===== src/rtl/core_pkg.sv =====
// Shared issue-stage types: instruction format codes, issue FSM states and
// the operand-use decoding helpers.
package core_pkg;

    typedef enum logic [2:0] {
        IT_I  = 3'd0,
        IT_U  = 3'd1,
        IT_S  = 3'd2,
        IT_R  = 3'd3,
        IT_SB = 3'd4,
        IT_UJ = 3'd5
    } itype_e;

    typedef enum logic {
        ST_RUN   = 1'b0,
        ST_FLUSH = 1'b1
    } issue_state_e;

    // Codes 6 and 7 decode like I-type, so only U/UJ skip rs1.
    function automatic logic uses_rs1(input logic [2:0] itype);
        case (itype)
            IT_U, IT_UJ: uses_rs1 = 1'b0;
            default:     uses_rs1 = 1'b1;
        endcase
    endfunction

    function automatic logic uses_rs2(input logic [2:0] itype);
        case (itype)
            IT_S, IT_R, IT_SB: uses_rs2 = 1'b1;
            default:           uses_rs2 = 1'b0;
        endcase
    endfunction

    // Stores and branches never write; a write to x0 is discarded.
    function automatic logic writes_rd(input logic [2:0] itype, input logic [4:0] rd);
        case (itype)
            IT_S, IT_SB: writes_rd = 1'b0;
            default:     writes_rd = (rd != 5'd0);
        endcase
    endfunction

endpackage


===== src/rtl/issue_scoreboard_if.sv =====
// Decode-to-issue and issue-to-execute handshake bundle.
// Handshake rule: a transfer happens on a clock edge where valid and ready are
// both high; the producer holds its payload stable while valid && !ready.
interface issue_scoreboard_if;
    import core_pkg::*;

    logic       dec_valid;
    logic       dec_ready;
    logic [2:0] dec_itype;
    logic [4:0] dec_rd;
    logic [4:0] dec_rs1;
    logic [4:0] dec_rs2;
    logic       iss_valid;
    logic       iss_ready;

    // Decode/execute side of the pipeline.
    modport master (
        output dec_valid, dec_itype, dec_rd, dec_rs1, dec_rs2, iss_ready,
        input  dec_ready, iss_valid
    );

    // Issue controller.
    modport slave (
        input  dec_valid, dec_itype, dec_rd, dec_rs1, dec_rs2, iss_ready,
        output dec_ready, iss_valid
    );

endinterface


===== src/rtl/scoreboard_regs.sv =====
// 32-entry pending-write bit array. A set and a clear of the same register in
// one cycle leaves it busy; x0 can never become busy.
module scoreboard_regs (
    input  logic        clk,
    input  logic        rst_n,
    input  logic        set_en_i,
    input  logic [4:0]  set_idx_i,
    input  logic        clr_en_i,
    input  logic [4:0]  clr_idx_i,
    output logic [31:0] busy_o,
    output logic [31:0] busy_byp_o
);
    logic [31:0] busy_q;
    logic [31:0] busy_d;
    logic [31:0] set_mask;
    logic [31:0] clr_mask;

    // Next busy vector: clear first, then set so the set wins; mask x0.
    always_comb begin
        set_mask = '0;
        clr_mask = '0;
        if (set_en_i) set_mask[set_idx_i] = 1'b1;
        if (clr_en_i) clr_mask[clr_idx_i] = 1'b1;
        busy_d = ((busy_q & ~clr_mask) | set_mask) & 32'hFFFF_FFFE;
    end

    // Busy bit register.
    always_ff @(posedge clk or negedge rst_n) begin
        if (!rst_n) busy_q <= '0;
        else        busy_q <= busy_d;
    end

    assign busy_o     = busy_q;
    // Hazard view: a register retiring this cycle already counts as free.
    assign busy_byp_o = busy_q & ~clr_mask;

endmodule


===== src/rtl/issue_scoreboard.sv =====
// Issue-stage controller: RAW hazard blocking via the busy scoreboard,
// in-flight limiting, redirect flush bubbles and a stall-cycle counter.
module issue_scoreboard
    import core_pkg::*;
#(
    parameter int MAX_INFLIGHT = 4,
    parameter int FLUSH_CYCLES = 1,
    parameter int CNT_W        = 16
) (
    input  logic                 clk,
    input  logic                 rst_n,
    issue_scoreboard_if.slave    dec_if,
    input  logic                 ret_valid,
    input  logic                 ret_we,
    input  logic [4:0]           ret_rd,
    input  logic                 redirect,
    output logic [CNT_W-1:0]     stall_cnt,
    output logic [31:0]          busy_o,
    output issue_state_e         state_o,
    output logic                 err_o
);
    localparam logic [3:0] MAX_Q      = 4'(MAX_INFLIGHT);
    localparam logic [1:0] FLUSH_LOAD = 2'(FLUSH_CYCLES - 1);

    issue_state_e     state_q;
    logic [1:0]       flush_cnt_q;
    logic [3:0]       inflight_q;
    logic [3:0]       inflight_d;
    logic [CNT_W-1:0] stall_q;
    logic             err_q;

    logic [31:0] busy_byp;
    logic        hazard;
    logic        full;
    logic        iss_valid;
    logic        fire;
    logic        ret_eff;
    logic        set_en;
    logic        clr_en;
    logic        stall_cyc;

    // Hazard, capacity and handshake decisions for the current cycle.
    always_comb begin
        hazard    = (uses_rs1(dec_if.dec_itype) && busy_byp[dec_if.dec_rs1]) ||
                    (uses_rs2(dec_if.dec_itype) && busy_byp[dec_if.dec_rs2]);
        full      = (inflight_q == MAX_Q) && !ret_valid;
        iss_valid = rst_n && dec_if.dec_valid && (state_q == ST_RUN) &&
                    !hazard && !full && !redirect;
        fire      = iss_valid && dec_if.iss_ready;
        set_en    = fire && writes_rd(dec_if.dec_itype, dec_if.dec_rd);
        clr_en    = ret_valid && ret_we;
        ret_eff   = ret_valid && (inflight_q != 4'd0);
        stall_cyc = (state_q == ST_RUN) && dec_if.dec_valid && (hazard || full) && !redirect;
        inflight_d = inflight_q + {3'b000, fire} - {3'b000, ret_eff};
    end

    // During a flush the decode instruction is consumed and dropped.
    assign dec_if.iss_valid = iss_valid;
    assign dec_if.dec_ready = (state_q == ST_FLUSH) ? 1'b1 : fire;

    scoreboard_regs u_sb (
        .clk        (clk),
        .rst_n      (rst_n),
        .set_en_i   (set_en),
        .set_idx_i  (dec_if.dec_rd),
        .clr_en_i   (clr_en),
        .clr_idx_i  (ret_rd),
        .busy_o     (busy_o),
        .busy_byp_o (busy_byp)
    );

    // Redirect bubble FSM: RUN -> FLUSH for FLUSH_CYCLES cycles, reloaded by a new redirect.
    always_ff @(posedge clk or negedge rst_n) begin
        if (!rst_n) begin
            state_q     <= ST_RUN;
            flush_cnt_q <= 2'd0;
        end else begin
            case (state_q)
                ST_RUN: begin
                    if (redirect) begin
                        state_q     <= ST_FLUSH;
                        flush_cnt_q <= FLUSH_LOAD;
                    end
                end
                ST_FLUSH: begin
                    if (redirect)                flush_cnt_q <= FLUSH_LOAD;
                    else if (flush_cnt_q == 2'd0) state_q    <= ST_RUN;
                    else                         flush_cnt_q <= flush_cnt_q - 2'd1;
                end
                default: state_q <= ST_RUN;
            endcase
        end
    end

    // In-flight count; a retire with nothing in flight is dropped and flagged.
    always_ff @(posedge clk or negedge rst_n) begin
        if (!rst_n) begin
            inflight_q <= 4'd0;
            err_q      <= 1'b0;
        end else begin
            inflight_q <= inflight_d;
            if (ret_valid && (inflight_q == 4'd0)) err_q <= 1'b1;
        end
    end

    // Saturating count of cycles lost to hazards or the in-flight limit.
    always_ff @(posedge clk or negedge rst_n) begin
        if (!rst_n)                                        stall_q <= '0;
        else if (stall_cyc && (stall_q != {CNT_W{1'b1}})) stall_q <= stall_q + 1'b1;
    end

    assign stall_cnt = stall_q;
    assign state_o   = state_q;
    assign err_o     = err_q;

endmodule


===== src/flat_wrapper.sv =====
// flat-port wrapper written by rule: the top's interface ports become plain ports
module issue_scoreboard_flat import core_pkg::*;
#(
    parameter int MAX_INFLIGHT = 4,
    parameter int FLUSH_CYCLES = 1,
    parameter int CNT_W        = 16
)
  (clk, rst_n, ret_valid, ret_we, ret_rd, redirect, stall_cnt, busy_o, state_o, err_o, dec_if_dec_valid, dec_if_dec_itype, dec_if_dec_rd, dec_if_dec_rs1, dec_if_dec_rs2, dec_if_iss_ready, dec_if_dec_ready, dec_if_iss_valid);
  issue_scoreboard_if dec_if_i ();
  input  logic clk;
  input  logic rst_n;
  input  logic ret_valid;
  input  logic ret_we;
  input  logic [4:0] ret_rd;
  input  logic redirect;
  output logic [CNT_W-1:0] stall_cnt;
  output logic [31:0] busy_o;
  output issue_state_e state_o;
  output logic err_o;
  input wire logic [$bits(dec_if_i.dec_valid)-1:0] dec_if_dec_valid;
  input wire logic [$bits(dec_if_i.dec_itype)-1:0] dec_if_dec_itype;
  input wire logic [$bits(dec_if_i.dec_rd)-1:0] dec_if_dec_rd;
  input wire logic [$bits(dec_if_i.dec_rs1)-1:0] dec_if_dec_rs1;
  input wire logic [$bits(dec_if_i.dec_rs2)-1:0] dec_if_dec_rs2;
  input wire logic [$bits(dec_if_i.iss_ready)-1:0] dec_if_iss_ready;
  output wire logic [$bits(dec_if_i.dec_ready)-1:0] dec_if_dec_ready;
  output wire logic [$bits(dec_if_i.iss_valid)-1:0] dec_if_iss_valid;
  assign dec_if_i.dec_valid = dec_if_dec_valid;
  assign dec_if_i.dec_itype = dec_if_dec_itype;
  assign dec_if_i.dec_rd = dec_if_dec_rd;
  assign dec_if_i.dec_rs1 = dec_if_dec_rs1;
  assign dec_if_i.dec_rs2 = dec_if_dec_rs2;
  assign dec_if_i.iss_ready = dec_if_iss_ready;
  assign dec_if_dec_ready = dec_if_i.dec_ready;
  assign dec_if_iss_valid = dec_if_i.iss_valid;
  issue_scoreboard #(.MAX_INFLIGHT(MAX_INFLIGHT), .FLUSH_CYCLES(FLUSH_CYCLES), .CNT_W(CNT_W)) u_core (.clk(clk), .rst_n(rst_n), .dec_if(dec_if_i), .ret_valid(ret_valid), .ret_we(ret_we), .ret_rd(ret_rd), .redirect(redirect), .stall_cnt(stall_cnt), .busy_o(busy_o), .state_o(state_o), .err_o(err_o));
endmodule

===== config.mk =====
export PLATFORM = sky130hd
export DESIGN_NAME = issue_scoreboard_flat
export DESIGN_NICKNAME = d
export VERILOG_FILES = /design/src/rtl/core_pkg.sv /design/src/rtl/issue_scoreboard_if.sv /design/src/rtl/scoreboard_regs.sv /design/src/rtl/issue_scoreboard.sv /design/src/flat_wrapper.sv
export SDC_FILE = /design/constraint.sdc
export NUM_CORES = 1
export LEC_CHECK = 0
export CORE_MARGIN = 4
export CORE_UTILIZATION = 52
export CTS_BUF_LIST = sky130_fd_sc_hd__clkbuf_2 sky130_fd_sc_hd__clkbuf_4 sky130_fd_sc_hd__clkbuf_8
export DETAILED_ROUTE_END_ITERATION = 10
export GPL_TIMING_DRIVEN = 0
export PLACE_DENSITY = 0.86
export SLEW_MARGIN = 20
export SYNTH_ARGS = -nofsm -noshare
export SYNTH_HDL_FRONTEND = slang
export SYNTH_SLANG_ARGS = --single-unit
export TNS_END_PERCENT = 100

===== constraint.sdc =====
create_clock -name clk -period 4.6 [get_ports clk]
set_clock_uncertainty 0.2 [all_clocks]
set_input_delay 0.92 -clock clk [delete_from_list [all_inputs] [get_ports clk]]
set_output_delay 0.92 -clock clk [all_outputs]
set_load 0.005 [all_outputs]

After elaboration in Yosys (flattened, before gate mapping)
Cells that the tools add are included.
- word-level logic and storage cells: 84
- flip-flop bits (word level): 55
- input bits: 30
- output and inout bits: 52
- magnitude comparators: 6
- eq/ne operators: 9
- mux-type cells: 22
- bitwise logic cells: 4
- add/subtract/negate cells: 4
- reduce and logical (&&, ||, !) cells: 33
- operators by type and width (cell ; number):
    two-way mux 32 bit ; 2
    AND 32 bit ; 1
    NOT 32 bit ; 1
    OR 32 bit ; 1
    less-than comparator 5 x 6 -> 1 bit, second input constant ; 4
    logical AND 1 bit ; 19
    adder 16 x 1 -> 16 bit, second input constant ; 1
    inequality test 16 bit, second input constant ; 1
    two-way mux 1 bit ; 11
    binary-select mux 1 bit (select 5 bit) ; 2
    demux 1 bit (select 5 bit) ; 2
    >= comparator 5 x 1 -> 1 bit, second input constant ; 2
    equality test 3 x 2 -> 1 bit, second input constant ; 2
    equality test 3 bit, second input constant ; 2
    two-way mux 2 bit ; 3
    nonzero test 5 bit ; 1
    adder 4 x 1 -> 4 bit ; 1
    equality test 4 x 3 -> 1 bit, second input constant ; 1
    logical NOT 1 bit ; 4
    logical NOT 4 bit ; 1
    case mux 2 bit (2 select lines) ; 1
    nonzero test 4 bit ; 1
    OR reduction 2 bit ; 2
    subtractor 4 x 1 -> 4 bit ; 1
    other kinds (10) ; 11

Longest topological paths before layout
Gate-level depths: netlist of run 1.
- word-level depth: 19
- depth in mapped cells: 15
- mapped depth without buffers: 12

Modules after synthesis
A second synthesis of run 1 with hierarchy kept.
- cell total of the unflattened synthesis: 301
- area, all modules: 3378.2 µm²
- by module, submodules not included (module ; instances ; seq. area each (µm²) ; cells each ; area an instance (µm²)):
    issue_scoreboard ; 1 ; 600.6 ; 178 ; 1934.4
    scoreboard_regs ; 1 ; 775.7 ; 123 ; 1443.9

Least setup slack after synthesis of run 1
OpenSTA, ideal clock, no wires.
- path kind: input -> output
- from: in ret_valid
- to: out dec_if_dec_ready
- stages: 10
- path buffers: 2
- path slack: 609 ps
- data arrival time: 2871 ps
- data required time: 3480 ps
- cells stage by stage: buf_2 nand4b_2 o41ai_1 mux2i_1 a2111o_1 a31oi_1 o41a_2 buf_4 nand2_1 o21bai_1
- longest elaborated chain between the ends: 14
- elaborated cells between the ends (all ways): 20
- those cells by class: 6 x mux; 2 x bitwise; 12 x reduce/logical
- ends and longest elaborated chain (element ; RTL line ; text):
    start: declaration ; flat_wrapper.sv:12 ; input logic ret_valid;
    logical AND 1 bit ; issue_scoreboard.sv:51 ; clr_en = ret_valid && ret_we;
    two-way mux 32 bit ; scoreboard_regs.sv:23 ; if (clr_en_i) clr_mask[clr_idx_i] = 1'b1;
    NOT 32 bit ; scoreboard_regs.sv:35 ; assign busy_byp_o = busy_q & ~clr_mask;
    AND 32 bit ; scoreboard_regs.sv:35 ;
    binary-select mux 1 bit (select 5 bit) (on tied branches) ; issue_scoreboard.sv:44, issue_scoreboard.sv:45 ;
    two-way mux 1 bit (on tied branches) ; issue_scoreboard.sv:44, issue_scoreboard.sv:45 ;
    logical AND 1 bit (on tied branches) ; issue_scoreboard.sv:44, issue_scoreboard.sv:45 ;
    logical OR 1 bit ; issue_scoreboard.sv:44 ; hazard = (uses_rs1(dec_if.dec_itype) && busy_byp[dec_if.dec_rs1]) ||
    logical NOT 1 bit ; issue_scoreboard.sv:48 ; !hazard && !full && !redirect;
    logical AND 1 bit ; issue_scoreboard.sv:47 ; iss_valid = rst_n && dec_if.dec_valid && (state_q == ST_RUN) &&
    logical AND 1 bit * (2 in series) ; issue_scoreboard.sv:48 ;
    logical AND 1 bit * ; issue_scoreboard.sv:49 ; fire = iss_valid && dec_if.iss_ready;
    two-way mux 1 bit * ; issue_scoreboard.sv:59 ; assign dec_if.dec_ready = (state_q == ST_FLUSH) ? 1'b1 : fire;
    end: declaration ; flat_wrapper.sv:26 ; output wire logic [$bits(dec_if_i.dec_ready)-1:0] dec_if_dec_ready;
Mark *: on every way between the ends. The rest lies on a longest branch, timed or not. The select of a mux whose other input is x is not followed.

Worst setup path after layout of run 1
- from: in ret_rd[3]
- to: out dec_if_dec_ready
- longest elaborated chain between the ends: 17
- elaborated cells between the ends (all ways): 21
- those cells by class: 2 x order compare; 8 x mux; 2 x bitwise; 9 x reduce/logical
- ends and longest elaborated chain (element ; RTL line ; text):
    start: declaration ; flat_wrapper.sv:14 ; input logic [4:0] ret_rd;
    less-than comparator 5 x 6 -> 1 bit (not written as such) or >= comparator 5 x 1 -> 1 bit (tied branches) ; scoreboard_regs.sv:23 ;
    logical AND 1 bit (not written as such) ; scoreboard_regs.sv:23 ;
    two-way mux 1 bit (not written as such) ; scoreboard_regs.sv:23 ;
    demux 1 bit (select 5 bit) * ; scoreboard_regs.sv:23 ;
    two-way mux 32 bit * ; scoreboard_regs.sv:23 ;
    NOT 32 bit * ; scoreboard_regs.sv:35 ;
    AND 32 bit * ; scoreboard_regs.sv:35 ;
    binary-select mux 1 bit (select 5 bit) (on tied branches) ; issue_scoreboard.sv:44, issue_scoreboard.sv:45 ;
    two-way mux 1 bit (on tied branches) ; issue_scoreboard.sv:44, issue_scoreboard.sv:45 ;
    logical AND 1 bit (on tied branches) ; issue_scoreboard.sv:44, issue_scoreboard.sv:45 ;
    logical OR 1 bit * ; issue_scoreboard.sv:44 ;
    logical NOT 1 bit * ; issue_scoreboard.sv:48 ;
    logical AND 1 bit * ; issue_scoreboard.sv:47 ;
    logical AND 1 bit * (2 in series) ; issue_scoreboard.sv:48 ;
    logical AND 1 bit * ; issue_scoreboard.sv:49 ;
    two-way mux 1 bit * ; issue_scoreboard.sv:59 ;
Marks and branches as above.

==> summary.txt, run 1 <==
Logic synthesis
  – Cell taking the most area after synthesis: dfrtp_1
  – Avg Cell Area, Syn: 9.160 µm²
  – Ys flop type: dfrtp_1
  – Commonest cells in the netlist: 55 x dfrtp_1, 46 x o21ai_0, 39 x nand2_1
  – Synth Register Bits: 55
  – Seq/Total Area, Yosys: just under 40%
  – Unique masters post-synth: 66
  – Mapped Area: 3508 µm²
  – Most common cell in the netlist: dfrtp_1
  – Top post-synthesis cells by area: dfrtp_1 39%, o21ai_0 6.6%, nand2_1 4.2%, xor2_1 3.5%, a211oi_1 3.0%
  – Share of flip-flops with an asynchronous set or reset: 100.0%
  – Number of synthesized flops with an enable pin: 0
  – Yosys top cell area share: 39.23%
  – Post-Syn Instances: 383
  – Net Count, Synth: 422
  – Synth Warn #: 0

Timing
  – Tmin final: 4.542 ns
  – Final hold vios: 0
  – Slew headroom: about half
  – Period utilization: between 90% and 100%
  – Achievable Freq: 0.2202 GHz
  – Pins over their slew limit: 0
  – Slew @ Worst Pin: 0.7386 ns
  – Setup violations, final: 0
  – Fin worst setup slack: 0.05780 ns

Worst setup path
  – CP most frequent cell: buf_6
  – Setup CP Type: in2out
  – Crit path buffers/inverters: 4
  – CP cell instances: clkdlybuf4s15_1 -> buf_6 -> nor3b_4 -> a21boi_1 -> a2111oi_2 -> nor3_1 -> a31oi_2 -> o41a_2 -> buf_6 -> nand2_1 -> o21bai_1 -> clkdlybuf4s15_2
  – Crit-path leading delay family: compound AO/OA/AOI/OAI gates
  – Worst stage delay on the critical path: approximately 0.42 ns
  – Startpoint Class: primary input
  – WP data required: 3.48 ns
  – Crit end category: output pin
  – Critical path arrival: 3.42 ns
  – Worst-path maximum fanout: 10
  – Worst path slowest cell: a2111oi_2

Layout
  – Storage cell area: around 1400 µm²
  – Final layout net count: 522
  – Multi-input gate area: 2122 µm²
  – Area Overhead vs Synth: 37.09%
  – Share of cells above drive strength 1: roughly 16%
  – Core Util, Final: about three quarters
  – Fill cells: roughly 470
  – Post-route cell area: 4810 µm²
  – Antenna cells: 0

Pwr
  – Max rail drop VDD: approximately 0.00029 V
  – PwrDens: 277.9 nW/µm²
  – Design Power: around 0.0013 W
  – P_leak: between 2 and 2.5 nW

Hold path
  – Worst min path class: reg2reg

Route
  – WL per Instance: 21.16 µm
  – DR vias/cell: 6.381
  – Vias: approximately 3600
  – Post-route DRC: 0
  – DRT iter0 DRCs: 349
  – Overall routed net length: 11.87 mm
  – Routed Antenna Nets: 0
  – Pre-antenna DRT Iters: 5

Clock network
  – Max Root-Sink Buffers: 2
  – Clock Pin Slew Worst Setup and Hold Paths: 0.10 ns
  – CTS Buf Count: 5
  – Root Driver: clkbuf_8
  – Num Clock Sinks: 55
  – Hold Buf Count CTS: 0
  – Skew-Pair Late Insertion Delay: 0.32 ns
  – CTS tree: done
  – H-Tree Depth: 2

Die
  – I/O pin count: 82
  – Cell row count: 29
  – Die X: 90.14 µm
  – Initial core utilization: 54.32%
  – DIE AREA: 8125 µm²
  – Core area: 6459 µm²
  – Chip Height: 90.14 µm

Global route
  – Largest net degree at the start of global routing: 58
  – Initial antenna violation count: 0
  – Total GRT Usage: 28.52%
  – Overflow after GRT: 0
  – First-pass GRT wire length: between 15 and 20 mm
  – Vias in the first global route: 3563

Placed design
  – HPWL after detailed placement: 8.519 mm
  – Placed cell areas: 4383 µm²
  – DP Worst Slack: -1.025 ns
  – Routability congestion estimate: around 1
  – Port Buffer Count: 78

Status
  – Status: finished, final reports clean

Run
  – Max-cap violation count: 0
[power breakdown]
| group | internal, W | leakage (nW) | switching (W) |
|---|---|---|---|
| registers | 0.000542 | 0.737 | 0.0000524 |
| clock network | 0.000110 | 0.0485 | 0.000177 |
| logic | 0.000226 | 1.24 | 0.000230 |
[final timing paths]
| check | from | end | slack [ns] | depth (start not counted) |
|---|---|---|---|---|
| max | ret_rd[3] | dec_if_dec_ready | 0.06 | 12 |
| min | u_core.err_o | u_core.err_o | 0.28 | 1 |
| max reg2reg | u_core.u_sb.busy_o[27] | u_core.inflight_q[1] | 1.57 | 11 |
| min reg2reg | u_core.err_o | u_core.err_o | 0.28 | 1 |
| max in group asynchronous | rst_n | u_core.u_sb.busy_o[22] | 3.26 | 1 |
| min in group asynchronous | rst_n | u_core.u_sb.busy_o[14] | 0.45 | 1 |
[cells in the final DEF, fill, tap and decap left out, drive strengths merged, types with 3 or more instances in the layout]
cell	Yosys	final
and4	4	4
nand2	39	39
xnor2	4	4
o41ai	3	3
clkdlybuf4s50	0	69
xor2	14	14
mux2	4	4
nor3	6	6
a211oi	14	14
nand3	10	10
o21ai	48	48
buf	9	27
mux2i	7	7
nand2b	10	10
inv	19	20
clkbuf	9	13
and2	3	3
nand4b	4	4
nor2b	7	7
a21oi	11	11
nor2	22	22
ha	8	8
o21bai	6	6
a21boi	6	6
a2111oi	5	5
clkdlybuf4s15	0	5
nand4	6	6
nor3b	3	3
nand3b	4	4
dfrtp	55	55
a221oi	3	3
o211ai	8	8
[metrics by stage]
stage | hold WS [ns] | setup TNS, ns | instances
CTS | 0.2860 | -0.003904 | 557
floorplan | 0.2663 | 0 | 383
detailed placement | 0.2623 | -3.499 | 538
global placement | 0.2503 | -12.43 | 538
finish | 0.2768 | 0 | 561
global route | 0.3200 | -0.03426 | 561
[flip-flops by register name, indices dropped and copies added (netlist names)]
register,cells
u_core.u_sb.busy_o,31
u_core.flush_cnt_q,2
u_core.inflight_q,4
u_core.state_o,1
u_core.err_o,1
u_core.stall_cnt,16
[what timing repair did]
item                                    in CTS  in global routing
resized for setup                           58                 30
buffers inserted                             8                  5
endpoints found under the hold margin        0                  0
gates cloned                                 3                  0
endpoints found under the setup margin       4                  2
pin swaps                                    6                  8
[kinds of logic after synthesis]
| logic type | Yosys count | synth area share, % |
|---|---|---|
| buf+inv | 37 | 4.565 |
| compound gates | 122 | 23.75 |
| other cells | 1 | 0.1069 |
| flops | 55 | 39.23 |
| xor+xnor | 18 | 4.494 |
| mux | 12 | 3.923 |
| simple gates | 129 | 20.51 |
| fa+ha+maj | 9 | 3.424 |
[metal layers]
layer / vias to the layer above / routed length (µm) / GRT usage (%)
li1: 1613 / - / -
met4: 0 / 199 / 7.908
met2: 201 / 5638 / 46.36
met3: 24 / 1062 / 6.594
met5: - / 0 / 0
met1: 1742 / 4972 / 38.18
[cell type report]
class                      instances  area share (%)
buffer                            17           2.575
clock buffer                       5           1.431
clock inverter                     3          0.4683
inverter                          19           1.483
multi-input combinational        291           44.12
sequential                        55           28.62
tap                               77           2.003
timing repair buffer              94           19.30
(Power assumes the default switching activity.)
==> inputs of run 2 (changes only) <==
CAP_MARGIN = 20   (was unset)
==> results of run 2 <==
No change in the layout: final DEF, timing and power equal those of run 1.
==> inputs of run 3 (changes only) <==
SYNTH_HIERARCHICAL = 1   (was unset)
==> summary.txt, run 3 <==
Worst setup path
  – Critical path arrival: 3.34 ns (-0.08 ns)
  – Crit end category: output pin
  – Worst-path maximum fanout: 7 (-3)
  – Startpoint Class: primary input
  – WP data required: 3.48 ns (about the same)
  – Setup CP Type: in2out

Pwr
  – Switching share of power: 30.48% (-3.9 points)
  – Clock network fraction of total power: 21.5% (about the same)
  – Psw: 0.0003745 W (-18%)
  – Max rail drop VDD: 0.0002272 V (-21%)
  – Internal: 0.0008542 W (-2.7%)
  – P_leak: 1.892 nW (-6.7%)
  – Combinational Power Share: 30.9% (-3.2 points)
  – Flop pwr share: 47.5% (+3.0 points)
  – PwrDens: 282.8 nW/µm² (+1.8%)

Route
  – Overall routed net length: 8.649 mm (-27%)
  – Vias: 2756 (-23%)
  – Post-route DRC: 0 (unchanged)
  – Routed Antenna Nets: 0 (unchanged)
  – Pre-antenna DRT Iters: 4 (-1)
  – DR vias/cell: 5.889 (-7.7%)
  – WL per Instance: 18.48 µm (-13%)
  – DRT iter0 DRCs: 226 (-35%)

Timing
  – Hold slack: 0.2912 ns (+0.01445 ns)
  – Achievable Freq: 0.2242 GHz (+1.8%)
  – Final hold vios: 0 (unchanged)
  – RSZ-0062 raised after global routing: no
  – Tmin final: 4.461 ns (-0.08154 ns)
  – Setup violations, final: 0 (unchanged)
  – Period utilization: 96.97% (-1.8 points)
  – Pins over their slew limit: 0 (unchanged)
  – Fin worst setup slack: 0.1393 ns (+0.08154 ns)
  – Slew @ Worst Pin: 0.8408 ns (+0.1022 ns)
  – Slew headroom: 43.35% (-7.4 points)

Global route
  – Vias in the first global route: 2807 (-21%)
  – Total GRT Usage: 23.33% (-5.2 points)
  – Largest net degree at the start of global routing: 58 (unchanged)
  – First-pass GRT wire length: 14.08 mm (-24%)
  – Overflow after GRT: 0 (unchanged)
  – Initial antenna violation count: 0 (unchanged)

Clock network
  – Root Driver: clkbuf_8
  – Hold Buf Count CTS: 0 (unchanged)
  – Clock Pin Slew Worst Setup and Hold Paths: 0.10 ns (about the same)
  – Skew-Pair Late Insertion Delay: 0.31 ns (about the same)
  – Max Root-Sink Buffers: 2 (unchanged)
  – Num Clock Sinks: 55 (unchanged)
  – CTS tree: done
  – CTS Buf Count: 5 (unchanged)
  – H-Tree Depth: 2 (unchanged)

Layout
  – Fill cells: 482 (+3.4%)
  – Max FFs per register: 31 (unchanged)
  – Post-route cell area: 4345 µm² (-9.7%)
  – Commonest non-fill, non-tap cells in the layout: 65 x clkdlybuf4s50_1, 55 x dfrtp_1, 31 x o21a_1, 31 x o21bai_1, 17 x mux2i_1
  – Commonest non-fill, non-tap cell in the layout: clkdlybuf4s50_1
  – Storage cell area: 1376 µm² (unchanged)
  – Final layout net count: 429 (-18%)
  – Area Overhead vs Synth: 28.63%
  – Share of cells above drive strength 1: 15.86% (-0.052 points)
  – Final std cells w/o fill: 468 (-17%)
  – Multi-input gate area: 1877 µm² (-12%)
  – Antenna cells: 0 (unchanged)

Placed design
  – Placed cell areas: 4227 µm² (-3.6%)
  – Port Buffer Count: 75 (-3.8%)
  – Post-Place Cells: 454 (-16%)
  – DP Worst Slack: -1.104 ns (-0.07900 ns)
  – HPWL after detailed placement: 6.415 mm (-25%)
  – Routability congestion estimate: 0.9216 (-6.1%)

Die
  – Cell row count: 29 (unchanged)
  – Die X: 88.60 µm (-1.7%)
  – I/O pin count: 82 (unchanged)
  – DIE AREA: 7850 µm² (-3.4%)
  – Core area: 6314 µm² (-2.2%)
  – Chip Height: 88.60 µm (-1.7%)
  – Initial core utilization: 53.51% (-0.81 points)

Logic synthesis
  – Post-Syn Instances: 301 (-21%)
  – Yosys top cell area share: 40.74% (+1.5 points)
  – Number of synthesized flops with an enable pin: 0 (unchanged)
  – Commonest cells in the netlist: 55 x dfrtp_1, 31 x o21a_1, 31 x o21bai_1
  – Share of flip-flops with an asynchronous set or reset: 100.0% (unchanged)
  – Cell taking the most area after synthesis: dfrtp_1
  – Unique masters post-synth: 47 (-29%)
  – Ys flop type: dfrtp_1
  – Avg Cell Area, Syn: 11.22 µm² (+23%)
  – Most common cell in the netlist: dfrtp_1
  – Mapped Area: 3378 µm² (-3.7%)
  – Synth Register Bits: 55 (unchanged)
  – Seq/Total Area, Yosys: 40.74% (+1.5 points)
  – Synth Warn #: 6 (+6)
  – Top post-synthesis cells by area: dfrtp_1 41%, mux4_2 8.0%, o21a_1 6.9%, o21bai_1 6.9%, mux2i_1 5.0%

Hold path
  – Worst min path class: reg2reg

Run
  – Max-cap violation count: 0 (unchanged)

Status
  – Status: finished, final reports clean
[run 3: changes by cell type in the layout (fill, tap and decap cells not counted), moves of 6 or more]
cell	before	now
a21oi_1	10	3
nand2_1	39	6
mux2i_1	7	17
nor2_1	22	12
o211ai_1	8	0
o21bai_1	6	31
o21a_1	2	31
a211oi_1	14	3
inv_1	19	13
nand2b_1	10	1
o21ai_0	36	1
mux4_2	1	12
nand3b_1	4	13
[run 3: area by class of cell]
cell class	count	area share, %
timing repair buffer	83	17.71
sequential	55	31.67
clock inverter	2	0.2879
tap	77	2.217
multi-input combinational	221	43.19
buffer	11	2.044
inverter	13	1.123
clock buffer	6	1.756
[run 3: logic make-up after synthesis]
| family | count (synthesis) | synth area share, % |
|---|---|---|
| flops | 55 | 40.74 |
| compound gates | 77 | 16.93 |
| xor+xnor | 19 | 4.926 |
| simple gates | 84 | 15.96 |
| fa+ha+maj | 9 | 3.556 |
| other cells | 1 | 0.1110 |
| mux | 30 | 13.37 |
| buf+inv | 26 | 4.407 |
[run 3: what timing repair did]
| item | CTS | global route |
|---|---|---|
| setup buffers | 7 | 1 |
| pin swaps | 8 | 7 |
| gates resized for setup | 24 | 16 |
| setup endpoints to repair | 36 | 11 |
[run 3: worst max-delay path: stages]
cell and delay [ns]:
buf_6 0.08, and2_4 0.14, or3b_4 0.46, o21a_1 0.23
mux4_2 0.47, mux2i_1 0.15, o21ai_1 0.09, o21ai_1 0.16
and3_4 0.26, nand4_1 0.13, nand2b_1 0.12, buf_2 0.12
[run 3: stage by stage]
stage                     TNS, ns  util (%)  total power (W)
after floorplan                 0         -        0.0008133
after global placement     -22.94     66.98        0.0009527
after detailed placement   -21.55     66.94        0.0009711
after CTS                       0     69.03         0.001239
after global routing            0     68.83         0.001310
final                           0     68.83         0.001229
[run 3: power by group through the flow]
stage / clock network (W) / registers, W / logic (W)
finish: 0.000265 / 0.000584 / 0.000380
global route: 0.000291 / 0.000593 / 0.000426
CTS: 0.000270 / 0.000585 / 0.000384
detailed placement: 0 / 0.000593 / 0.000378
global placement: 0 / 0.000591 / 0.000362
floorplan: 0 / 0.000588 / 0.000226
[run 3: worst paths after layout]
kind	slack [ns]	cells after the start	endpoint	start
min in group asynchronous	0.44	1	u_core/stall_cnt[11]	rst_n
worst max-delay path	0.14	12	dec_if_dec_ready	ret_valid
worst min-delay path	0.29	1	u_core/err_o	u_core/err_o
max in group asynchronous	3.30	1	u_core/u_sb/busy_o[14]	rst_n
worst max register to register	1.16	12	u_core/u_sb/busy_o[20]	u_core/u_sb/busy_o[31]
worst min register to register	0.29	1	u_core/err_o	u_core/err_o
[run 3: layer usage]
layer  vias to the layer above  wire length, µm  track usage [%]
met3                        10              713            4.469
met5                         -                0                0
met1                      1337             3642            32.95
li1                       1290                -                -
met2                       119             4196            37.93
met4                         0               96            4.670
